<file path="config.mk">
export PLATFORM = sky130hd
export DESIGN_NAME = uart_tx_sched
export DESIGN_NICKNAME = d
export VERILOG_FILES = /design/src/rtl/uart_tx_sched.sv
export SDC_FILE = /design/constraint.sdc
export NUM_CORES = 1
export LEC_CHECK = 0
export ABC_CLOCK_PERIOD_IN_PS = 6000
export BUFFER_PORTS_ARGS = -buffer_cell sky130_fd_sc_hd__buf_4
export CORE_ASPECT_RATIO = 2
export CORE_MARGIN = 8
export CORE_UTILIZATION = 40
export CTS_CLUSTER_DIAMETER = 100
export CTS_CLUSTER_SIZE = 25
export DETAILED_ROUTE_END_ITERATION = 7
export GPL_TIMING_DRIVEN = 0
export HOLD_SLACK_MARGIN = 0.02
export MAX_ROUTING_LAYER = met4
export SETUP_SLACK_MARGIN = 0.4
export SKIP_CTS_REPAIR_TIMING = 1
export SYNTH_ARGS = -nofsm -noshare
export SYNTH_HDL_FRONTEND = slang
export SYNTH_SLANG_ARGS = --single-unit
export TNS_END_PERCENT = 20
</file>
<file path="constraint.sdc">
create_clock -name clk -period 6 [get_ports clk]
set_clock_uncertainty 0.05 [all_clocks]
set_input_delay 1.5 -clock clk [delete_from_list [all_inputs] [get_ports clk]]
set_output_delay 1.5 -clock clk [all_outputs]
set_load 0.005 [all_outputs]
</file>
<file path="src/rtl/uart_tx_sched.sv">
// Two-requester byte scheduler in front of a single UART transmitter.
// Per-requester FIFOs, round-robin grant, one byte in flight with re-issue on a missed start.
module uart_tx_sched #(
  parameter int unsigned FIFO_DEPTH = 4
) (
  input  logic                         clk,
  input  logic                         rst_n,
  input  logic                         req0_valid,
  input  logic [7:0]                   req0_byte,
  output logic                         req0_ready,
  input  logic                         req1_valid,
  input  logic [7:0]                   req1_byte,
  output logic                         req1_ready,
  output logic [7:0]                   tx_byte,
  output logic                         tx_dv,
  input  logic                         tx_active,
  input  logic                         tx_done,
  output logic [$clog2(FIFO_DEPTH):0]  fifo0_count,
  output logic [$clog2(FIFO_DEPTH):0]  fifo1_count,
  output logic                         busy,
  output logic                         grant_last
);

  localparam int unsigned AW = $clog2(FIFO_DEPTH);
  localparam int unsigned CW = AW + 1;
  localparam logic [CW-1:0] FULL = CW'(FIFO_DEPTH);

  typedef enum logic [2:0] {IDLE, ISSUE, WAIT_ACTIVE, WAIT_DONE, GAP} state_t;

  logic [7:0]    mem_q [2][FIFO_DEPTH];
  logic [AW-1:0] wp_q [2];
  logic [AW-1:0] rp_q [2];
  logic [CW-1:0] cnt_q [2];

  state_t     state_q;
  logic [7:0] hold_q;
  logic [1:0] retry_q;
  logic       dv_q;
  logic       busy_q;
  logic       grant_q;

  logic [7:0] in_byte [2];
  logic [1:0] push;
  logic [1:0] pop;
  logic [1:0] nempty;
  logic       pop_en;
  logic       pop_sel;
  logic [7:0] head;

  // Ready looks only at the registered count, so a full FIFO refuses even while being popped.
  assign req0_ready = rst_n && (cnt_q[0] < FULL);
  assign req1_ready = rst_n && (cnt_q[1] < FULL);

  always_comb begin
    in_byte[0] = req0_byte;
    in_byte[1] = req1_byte;
    push[0]    = req0_valid && req0_ready;
    push[1]    = req1_valid && req1_ready;
    nempty[0]  = (cnt_q[0] != '0);
    nempty[1]  = (cnt_q[1] != '0);
    pop_en     = (state_q == IDLE) && (|nempty) && !tx_active && !tx_done;
    pop_sel    = (&nempty) ? ~grant_q : nempty[1];
    pop[0]     = pop_en && !pop_sel;
    pop[1]     = pop_en && pop_sel;
  end

  assign head = mem_q[pop_sel][rp_q[pop_sel]];

  always_ff @(posedge clk) begin
    for (int unsigned i = 0; i < 2; i++) begin
      if (push[i]) mem_q[i][wp_q[i]] <= in_byte[i];
    end
  end

  always_ff @(posedge clk or negedge rst_n) begin
    if (!rst_n) begin
      for (int unsigned i = 0; i < 2; i++) begin
        wp_q[i]  <= '0;
        rp_q[i]  <= '0;
        cnt_q[i] <= '0;
      end
    end else begin
      for (int unsigned i = 0; i < 2; i++) begin
        if (push[i]) wp_q[i] <= wp_q[i] + 1'b1;
        if (pop[i])  rp_q[i] <= rp_q[i] + 1'b1;
        if (push[i] && !pop[i])      cnt_q[i] <= cnt_q[i] + 1'b1;
        else if (pop[i] && !push[i]) cnt_q[i] <= cnt_q[i] - 1'b1;
      end
    end
  end

  // tx_dv is registered: it is set on every transition into ISSUE and cleared otherwise.
  always_ff @(posedge clk or negedge rst_n) begin
    if (!rst_n) begin
      state_q <= IDLE;
      hold_q  <= '0;
      retry_q <= '0;
      dv_q    <= 1'b0;
      busy_q  <= 1'b0;
      grant_q <= 1'b1;
    end else begin
      dv_q <= 1'b0;
      case (state_q)
        IDLE: begin
          if (pop_en) begin
            hold_q  <= head;
            grant_q <= pop_sel;
            dv_q    <= 1'b1;
            busy_q  <= 1'b1;
            state_q <= ISSUE;
          end
        end
        ISSUE: begin
          retry_q <= '0;
          state_q <= WAIT_ACTIVE;
        end
        WAIT_ACTIVE: begin
          if (tx_active) begin
            state_q <= WAIT_DONE;
          end else if (retry_q == 2'd2) begin
            dv_q    <= 1'b1;
            state_q <= ISSUE;
          end else begin
            retry_q <= retry_q + 2'd1;
          end
        end
        WAIT_DONE: begin
          if (tx_done) state_q <= GAP;
        end
        GAP: begin
          if (!tx_done) begin
            busy_q  <= 1'b0;
            state_q <= IDLE;
          end
        end
        default: begin
          busy_q  <= 1'b0;
          state_q <= IDLE;
        end
      endcase
    end
  end

  assign tx_byte     = hold_q;
  assign tx_dv       = dv_q;
  assign busy        = busy_q;
  assign grant_last  = grant_q;
  assign fifo0_count = cnt_q[0];
  assign fifo1_count = cnt_q[1];

endmodule

</file>
---- Yosys cells after proc, flatten, opt, wreduce, memory -nomap -nowiden ----
Memories as Yosys holds them, arrays and structs flattened.
Index checks and enable logic that the tools add are counted.
word-level totals
  bits in registers ....................... 30
  memory bits (writable) .................. 64
  bits of input ports ..................... 22
  output and inout port bits .............. 19
  logic and storage cells ................. 117
  memories kept ........................... 1
memory list
  name   depth  width  rd ports  clocked after memory_dff  wr ports  line  source
  mem_q  2      32     1         0                         2         30    logic [7:0] mem_q [2][FIFO_DEPTH];
cells by class
  $add $sub $neg .......................... 9
  magnitude comparators ................... 8
  equal/unequal tests ..................... 11
  multiplexer cells ....................... 35
  bitwise logic cells ..................... 6
  reductions and logical operators ........ 35
operator list
  operator             count
  $mux 32              2
  $demux 8 s2          2
  $mux 8               4
  $mux 3               9
  $bmux 8 s2           1
  $logic_and 1x1->1    15
  $pmux 3 s5           1
  $add 2x1->2 const B  5
  $mux 2               5
  $ne 2x2->1 const B   5
  $ge 3x3->1 const B   3
  $not 2->3            3
  $mux 1               8
  $logic_not 1->1      7
  $add 3x1->3 const B  2
  $eq 3x2->1 const B   2
  $lt 3x1->1 const B   2
  $lt 3x3->1 const B   2
  $reduce_and 3->1     2
  $reduce_bool 2->1    3
  $reduce_bool 3->1    2
  $sub 3x1->3 const B  2
  $pmux 2 s2           1
  $reduce_and 2->1     2
  13 further kinds     14

---- Logic depth before layout (Yosys ltp) ----
Gate-level depths: netlist of run 1.
  depth after elaboration ................. 11
  depth in mapped cells ................... 11
  depth with buffers taken out ............ 9

---- Least setup slack after synthesis of run 1 ----
No wires, ideal clock.
  path kind ............................... in2out
  start point ............................. in rst_n
  end point ............................... out req0_ready
  arrival time ............................ 1.739 ns
  data required time ...................... 4.450 ns
  setup slack ............................. 2.711 ns
  stages .................................. 1
  buffers on the path ..................... 0
  cells stage by stage .................... nor2b_1
on the way
  word-level cells in the longest chain between the ends .. 1
ends and longest elaborated chain
  element            line  source
  from (decl)        7     input logic rst_n,
  $logic_and 1x1->1  51    assign req0_ready = rst_n && (cnt_q[0] < FULL);
  to (decl)          10    output logic req0_ready,
No other way between the ends.

---- Final worst setup path of run 1 ----
Same ends and word-level chain as after synthesis.

==> flow_metrics.env, run 1 <==
export IMPL_status="finished, final reports clean"
export IMPL_worstSetupStartpoint="rst_n"
export IMPL_port_buffers=40
export IMPL_clkPwrFrac_pct=25.6
export IMPL_synth_nets=318
export IMPL_period_share_pct=66.2
export IMPL_rsz0062_at_grt="false"
export IMPL_cts_max_level=3
export IMPL_async_reset_ff_share_pct=31.9
export IMPL_r2r_start="fifo1_count[1]"
export IMPL_syn_avg_cell_area_um2=14.5
export IMPL_synth_ff_type="edfxtp_1"
export IMPL_die_height_um=159
export IMPL_p_int_mw=1.55
export IMPL_critical_path_arrival_ns=2.42
export IMPL_synth_edf_count=64
export IMPL_synth_top_area_share_pct=46.9
export IMPL_final_net_count=369
export IMPL_synth_area_top_cells="edfxtp_1 (47%), dfrtp_1 (18%), mux2_2 (4.4%)"
export IMPL_routedWlPerCell_um=18.2
export IMPL_synth_top_area_cell="edfxtp_1"
export IMPL_synthCells=283
export IMPL_finalCriticalPeriod_ns=3.97
export IMPL_cpMaxStageDelayCell="buf_4"
export IMPL_grt_pass1_wl_mm=14.0
export IMPL_initial_core_util_pct=40.6
export IMPL_layout_common_cells="edfxtp_1 (64), buf_4 (42), dfrtp_1 (29), nand2_1 (17)"
export IMPL_crit_type="input port to output port"
export IMPL_clkTransAtPathRegs_ns=0.06
export IMPL_startpoint_type="input port"
export IMPL_p_per_area_nw_per_um2=477
export IMPL_endpoint="req0_ready"
export IMPL_pwr_share_seq_pct=39.5
export IMPL_cp_cell_sequence="buf_4 -> nor2b_1 -> buf_4"
export IMPL_hpwl_mm=6.54
export IMPL_final_common_cell="edfxtp_1"
export IMPL_peakVddDrop_v=0.000188
export IMPL_tightest_slew_ns=0.561
export IMPL_yosys_register_bits=94
export IMPL_grt_max_degree=33
export IMPL_dp_cells=458
export IMPL_finalWirelength_mm=8.65
export IMPL_stdcell_count=474
export IMPL_p_comb_share_pct=34.9
export IMPL_core_rowCount=52
export IMPL_cp_num_cells=3
export IMPL_synth_area_um2=4100
export IMPL_max_cap_violations=0
export IMPL_max_stage_delay_ns=0.37
export IMPL_insertion_delay_ns=0.34
export IMPL_viasPerCell=5.09
export IMPL_synth_distinct_cells=40
export IMPL_path_max_fanout=32
export IMPL_reg2reg_depth=9
export IMPL_ant_nets=0
export IMPL_vias=2412
export IMPL_r2r_end="fifo0_count[1]"
export IMPL_final_layout_size_suffix_gt1_share_pct=26.8
export IMPL_cts_tree="done"
export IMPL_switching_power_mw=0.773
export IMPL_worst_path_buf_inv=2
export IMPL_drcViolationCount=0
export IMPL_hold_violations=0
export IMPL_leakage_nw=1.93
export IMPL_finalMaxSlewViolations=0
export IMPL_seq_area_frac_synth_pct=65.2
export IMPL_grt_usage_pct=13.9
export IMPL_setup_viol=0
export IMPL_initialDrtViolationCount=151
export IMPL_crit_top_cell="buf_4"
export IMPL_ys_warn_count=0
export IMPL_clkSinkCount=94
export IMPL_numCtsBuffers=9
export IMPL_crit_family="buffers and inverters"
export IMPL_dieArea_um2=13900
export IMPL_clockBufferDepth=2
export IMPL_clockRootBuffer="clkbuf_16"
export IMPL_r2r_setup_slack_ns=3.33
export IMPL_slew_headroom_pct=62.6
export IMPL_place_gp_congestion=0.826
export IMPL_antenna_found_initial=0
export IMPL_worstPathRequired_ns=4.45
export IMPL_hold_path_class="flip-flop to flip-flop"
export IMPL_grt_overflow_total=0
export IMPL_core_area_um2=10100
export IMPL_grt_pass1_vias=2654
export IMPL_area_growth_pct=19.1
export IMPL_io_pins=41
export IMPL_n_antenna_cell=0
export IMPL_dr_pass1_iters=4
export IMPL_p_sw_share_pct=33.2
export IMPL_end_kind="output port"
export IMPL_max_freq_mhz=252
export IMPL_fin_setup_tns_ns=0
export IMPL_die_w_um=87.6
## synthesized netlist by cell type (2+ instances only)
cell type / number
nand2_1: 17
and3_1: 8
or3_1: 2
nor4_1: 7
a31oi_1: 9
inv_1: 13
o21ai_0: 3
nand3_1: 3
edfxtp_1: 64
xor2_1: 4
buf_4: 2
nor3_1: 13
mux2_2: 16
o221ai_1: 7
and2_0: 2
buf_2: 8
o211a_1: 2
ha_1: 11
nor2_1: 6
mux2i_1: 16
mux4_2: 2
a21oi_1: 11
o21ai_2: 2
dfrtp_1: 29
fa_1: 2
nor2b_1: 3
xnor2_1: 8
## worst min path at each step
stage	from	endpoint	cells past startpoint
floorplan	retry_q[0]	retry_q[0]	1
global placement	retry_q[0]	retry_q[0]	1
detailed placement	retry_q[0]	retry_q[0]	1
CTS	retry_q[0]	retry_q[0]	1
global route	retry_q[0]	retry_q[0]	1
finish	retry_q[0]	retry_q[0]	1
## state kept, by name (all words and copies together), names as in the netlist
| register | cells |
|---|---|
| state_q | 3 |
| tx_byte | 8 |
| mem_q | 64 |
| fifo1_count | 3 |
| busy | 1 |
| retry_q | 2 |
| grant_last | 1 |
| wp_q | 4 |
| rp_q | 4 |
| tx_dv | 1 |
| fifo0_count | 3 |
## power by group through the flow
stage | clock (mW) | combinational (mW) | sequential, mW
final | 0.596 | 0.811 | 0.920
after global routing | 0.632 | 0.912 | 0.939
after CTS | 0.606 | 0.832 | 0.922
after detailed placement | 0 | 0.828 | 0.935
after global placement | 0 | 0.809 | 0.928
after floorplan | 0 | 0.553 | 0.915
## area by class of cell
| cell class | instances | area (um2) |
|---|---|---|
| timing repair buffer | 40 | 300 |
| multi-input combinational | 164 | 1310 |
| tap | 135 | 169 |
| clock inverter | 7 | 88.8 |
| inverter | 13 | 48.8 |
| fill | 914 | 5200 |
| sequential | 94 | 2670 |
| clock buffer | 9 | 225 |
| buffer | 12 | 70.1 |
## stage by stage
step	hold WS (ns)	setup WS [ns]	utilization [%]	instance area [um2]	power, mW
final	0.406	2.03	48.4	4880	2.33
after floorplan	0.373	2.71	-	4100	1.47
after detailed placement	0.401	1.97	45.3	4570	1.76
after CTS	0.411	1.97	48.4	4880	2.36
after global routing	0.420	1.81	48.4	4880	2.48
after global placement	0.394	1.99	45.3	4570	1.74
## cells by family (layout without fill, tap and decap cells)
family | count (synthesis) | in the layout | synth area share, %
compound gates | 40 | 40 | 7.05
simple gates | 65 | 65 | 8.52
fa+ha+maj | 13 | 13 | 4.33
buf+inv | 25 | 81 | 2.90
flops | 94 | 94 | 65.2
mux | 34 | 34 | 9.40
xor+xnor | 12 | 12 | 2.56
## metal layers
layer	part of all wire [%]	track usage, %
met5	0	-
met4	3.1	8.52
met3	2.6	1.60
met2	57	24.9
met1	37	13.5
No activity file was read; power rests on OpenSTA's default activity.
==> inputs of run 2 (changes only) <==
--- a/config.mk
+++ b/config.mk
@@ -5,7 +5,7 @@
 export SDC_FILE = /design/constraint.sdc
 export NUM_CORES = 1
 export LEC_CHECK = 0
-export ABC_CLOCK_PERIOD_IN_PS = 6000
+export ABC_CLOCK_PERIOD_IN_PS = 3400
 export BUFFER_PORTS_ARGS = -buffer_cell sky130_fd_sc_hd__buf_4
 export CORE_ASPECT_RATIO = 2
 export CORE_MARGIN = 8
==> constraint.sdc (replaced) <==
create_clock -name clk -period 3.4 [get_ports clk]
set_clock_uncertainty 0.05 [all_clocks]
set_input_delay 0.85 -clock clk [delete_from_list [all_inputs] [get_ports clk]]
set_output_delay 0.85 -clock clk [all_outputs]
set_load 0.005 [all_outputs]
==> run 2 against run 1 <==
Against the previous run:
- routed wire length grew 0.16%
- first-iteration DRC count shrank 3.3%
- final area is essentially flat
- global-route usage is the same
- cell count is the same
- critical path type is now input port to flip-flop
- largest cell class unchanged
==> flow_metrics.env, run 2 (same netlist as run 1, synthesis figures left out) <==
export IMPL_crit_type="input port to flip-flop"
export IMPL_reg2reg_depth=9
export IMPL_ant_nets=0
export IMPL_clockBufferDepth=2
export IMPL_final_common_cell="edfxtp_1"
export IMPL_met1_usage_pct=13.5
export IMPL_vias=2400
export IMPL_status="finished, final reports clean"
export IMPL_grt_max_degree=33
export IMPL_clockRootBuffer="clkbuf_16"
export IMPL_dr_pass1_iters=4
export IMPL_layout_common_cells="edfxtp_1 (64), buf_4 (42), dfrtp_1 (29), nand2_1 (17)"
export IMPL_peakVddDrop_v=0.000331
export IMPL_r2r_start="fifo1_count[1]"
export IMPL_grt_pass1_wl_mm=14.0
export IMPL_die_w_um=87.6
export IMPL_period_share_pct=80.7
export IMPL_viasPerCell=5.06
export IMPL_p_per_area_nw_per_um2=841
export IMPL_stdcell_count=474
export IMPL_routedWlPerCell_um=18.3
export IMPL_slew_headroom_pct=62.5
export IMPL_cts_max_level=3
export IMPL_use_met3_pct=1.60
export IMPL_finalCriticalPeriod_ns=2.74
export IMPL_end_kind="flip-flop"
export IMPL_hpwl_mm=6.54
export IMPL_die_height_um=159
export IMPL_hold_violations=0
export IMPL_grt_busiest_layer="met2"
export IMPL_max_cap_violations=0
export IMPL_max_freq_mhz=364
export IMPL_critical_path_arrival_ns=2.97
export IMPL_finalMaxSlewViolations=0
export IMPL_io_pins=41
export IMPL_leakage_nw=1.93
export IMPL_hold_path_class="input port to asynchronous set/reset pin"
export IMPL_design_area_um2=4880
export IMPL_setup_viol=0
export IMPL_largest_reg_flops=64
export IMPL_grt_pass1_vias=2654
export IMPL_tightest_slew_ns=0.563
export IMPL_dieArea_um2=13900
export IMPL_dp_slack_ns=0.227
export IMPL_finalWirelength_mm=8.66
export IMPL_n_antenna_cell=0
export IMPL_gr_usage_met2_pct=24.9
export IMPL_hold_worst_slack_ns=0.398
export IMPL_place_gp_congestion=0.826
export IMPL_numCtsBuffers=9
export IMPL_grt_usage_pct=13.9
export IMPL_final_net_count=369
export IMPL_nFillCells=915
export IMPL_core_rowCount=52
export IMPL_antenna_found_initial=0
export IMPL_drcViolationCount=0
export IMPL_insertion_delay_ns=0.34
export IMPL_path_max_fanout=32
export IMPL_worstPathRequired_ns=3.62
export IMPL_cts_tree="done"
export IMPL_dp_cells=458
export IMPL_initial_core_util_pct=40.6
export IMPL_place_area_um2=4570
export IMPL_clkTransAtPathRegs_ns=0.06
export IMPL_area_growth_pct=19.2
export IMPL_fin_setup_tns_ns=0
export IMPL_initialDrtViolationCount=146
export IMPL_startpoint_type="input port"
export IMPL_port_buffers=40
export IMPL_core_area_um2=10100
export IMPL_final_layout_size_suffix_gt1_share_pct=27.1
export IMPL_r2r_end="fifo0_count[1]"
export IMPL_worst_slack_ns=0.656
export IMPL_rsz0062_at_grt="false"
export IMPL_grt_overflow_total=0
export IMPL_r2r_setup_slack_ns=0.72
export IMPL_clkSinkCount=94
[run 2: worst max path at each step]
stage | startpoint | endpoint | slack (ns) | depth (start not counted)
3_3_place_gp | rst_n | fifo0_count[2] | 0.27 | 9
3_5_place_dp | rst_n | fifo0_count[2] | 0.23 | 9
6_report | rst_n | fifo1_count[2] | 0.66 | 9
2_1_floorplan | tx_active | fifo1_count[1] | 0.90 | 7
4_1_cts | rst_n | fifo0_count[2] | 0.57 | 9
5_1_grt | rst_n | fifo0_count[2] | 0.43 | 9
[run 2: critical path, cell delays in order]
cell and delay (ns):
buf_4 0.37, nor2b_1 0.34, and2_0 0.32, ha_1 0.24
inv_1 0.06, fa_1 0.37, xor2_1 0.15, nor2_1 0.12
xor2_1 0.14
[run 2: through the flow]
step / total power, mW / utilization, %
6_report: 4.11 / 48.4
5_1_grt: 4.38 / 48.4
4_1_cts: 4.17 / 48.4
3_5_place_dp: 3.11 / 45.3
3_3_place_gp: 3.07 / 45.3
2_1_floorplan: 2.59 / -
[run 2: area by class of cell]
| type | count | area (um2) | area share [%] |
|---|---|---|---|
| Sequential cell | 94 | 2670 | 54.7 |
| Buffer | 12 | 70.1 | 1.43 |
| Clock inverter | 7 | 88.8 | 1.82 |
| Inverter | 13 | 48.8 | 0.999 |
| Timing Repair Buffer | 40 | 300 | 6.15 |
| Tap cell | 135 | 169 | 3.46 |
| Clock buffer | 9 | 225 | 4.61 |
| Multi-Input combinational cell | 164 | 1310 | 26.8 |
[run 2: power breakdown]
part           internal (mW)  switching (mW)
combinational          0.645           0.787
sequential              1.46           0.165
clock                  0.638           0.415
total                   2.74            1.37
[run 2: routing by layer]
layer  part of all wire (%)  routed length (um)  up-vias
met5                      0                   0        -
met4                    3.2                 274        0
met3                    2.6                 228       21
met2                     57                4950       42
met1                     37                3210     1177
li1                       -                   -     1160
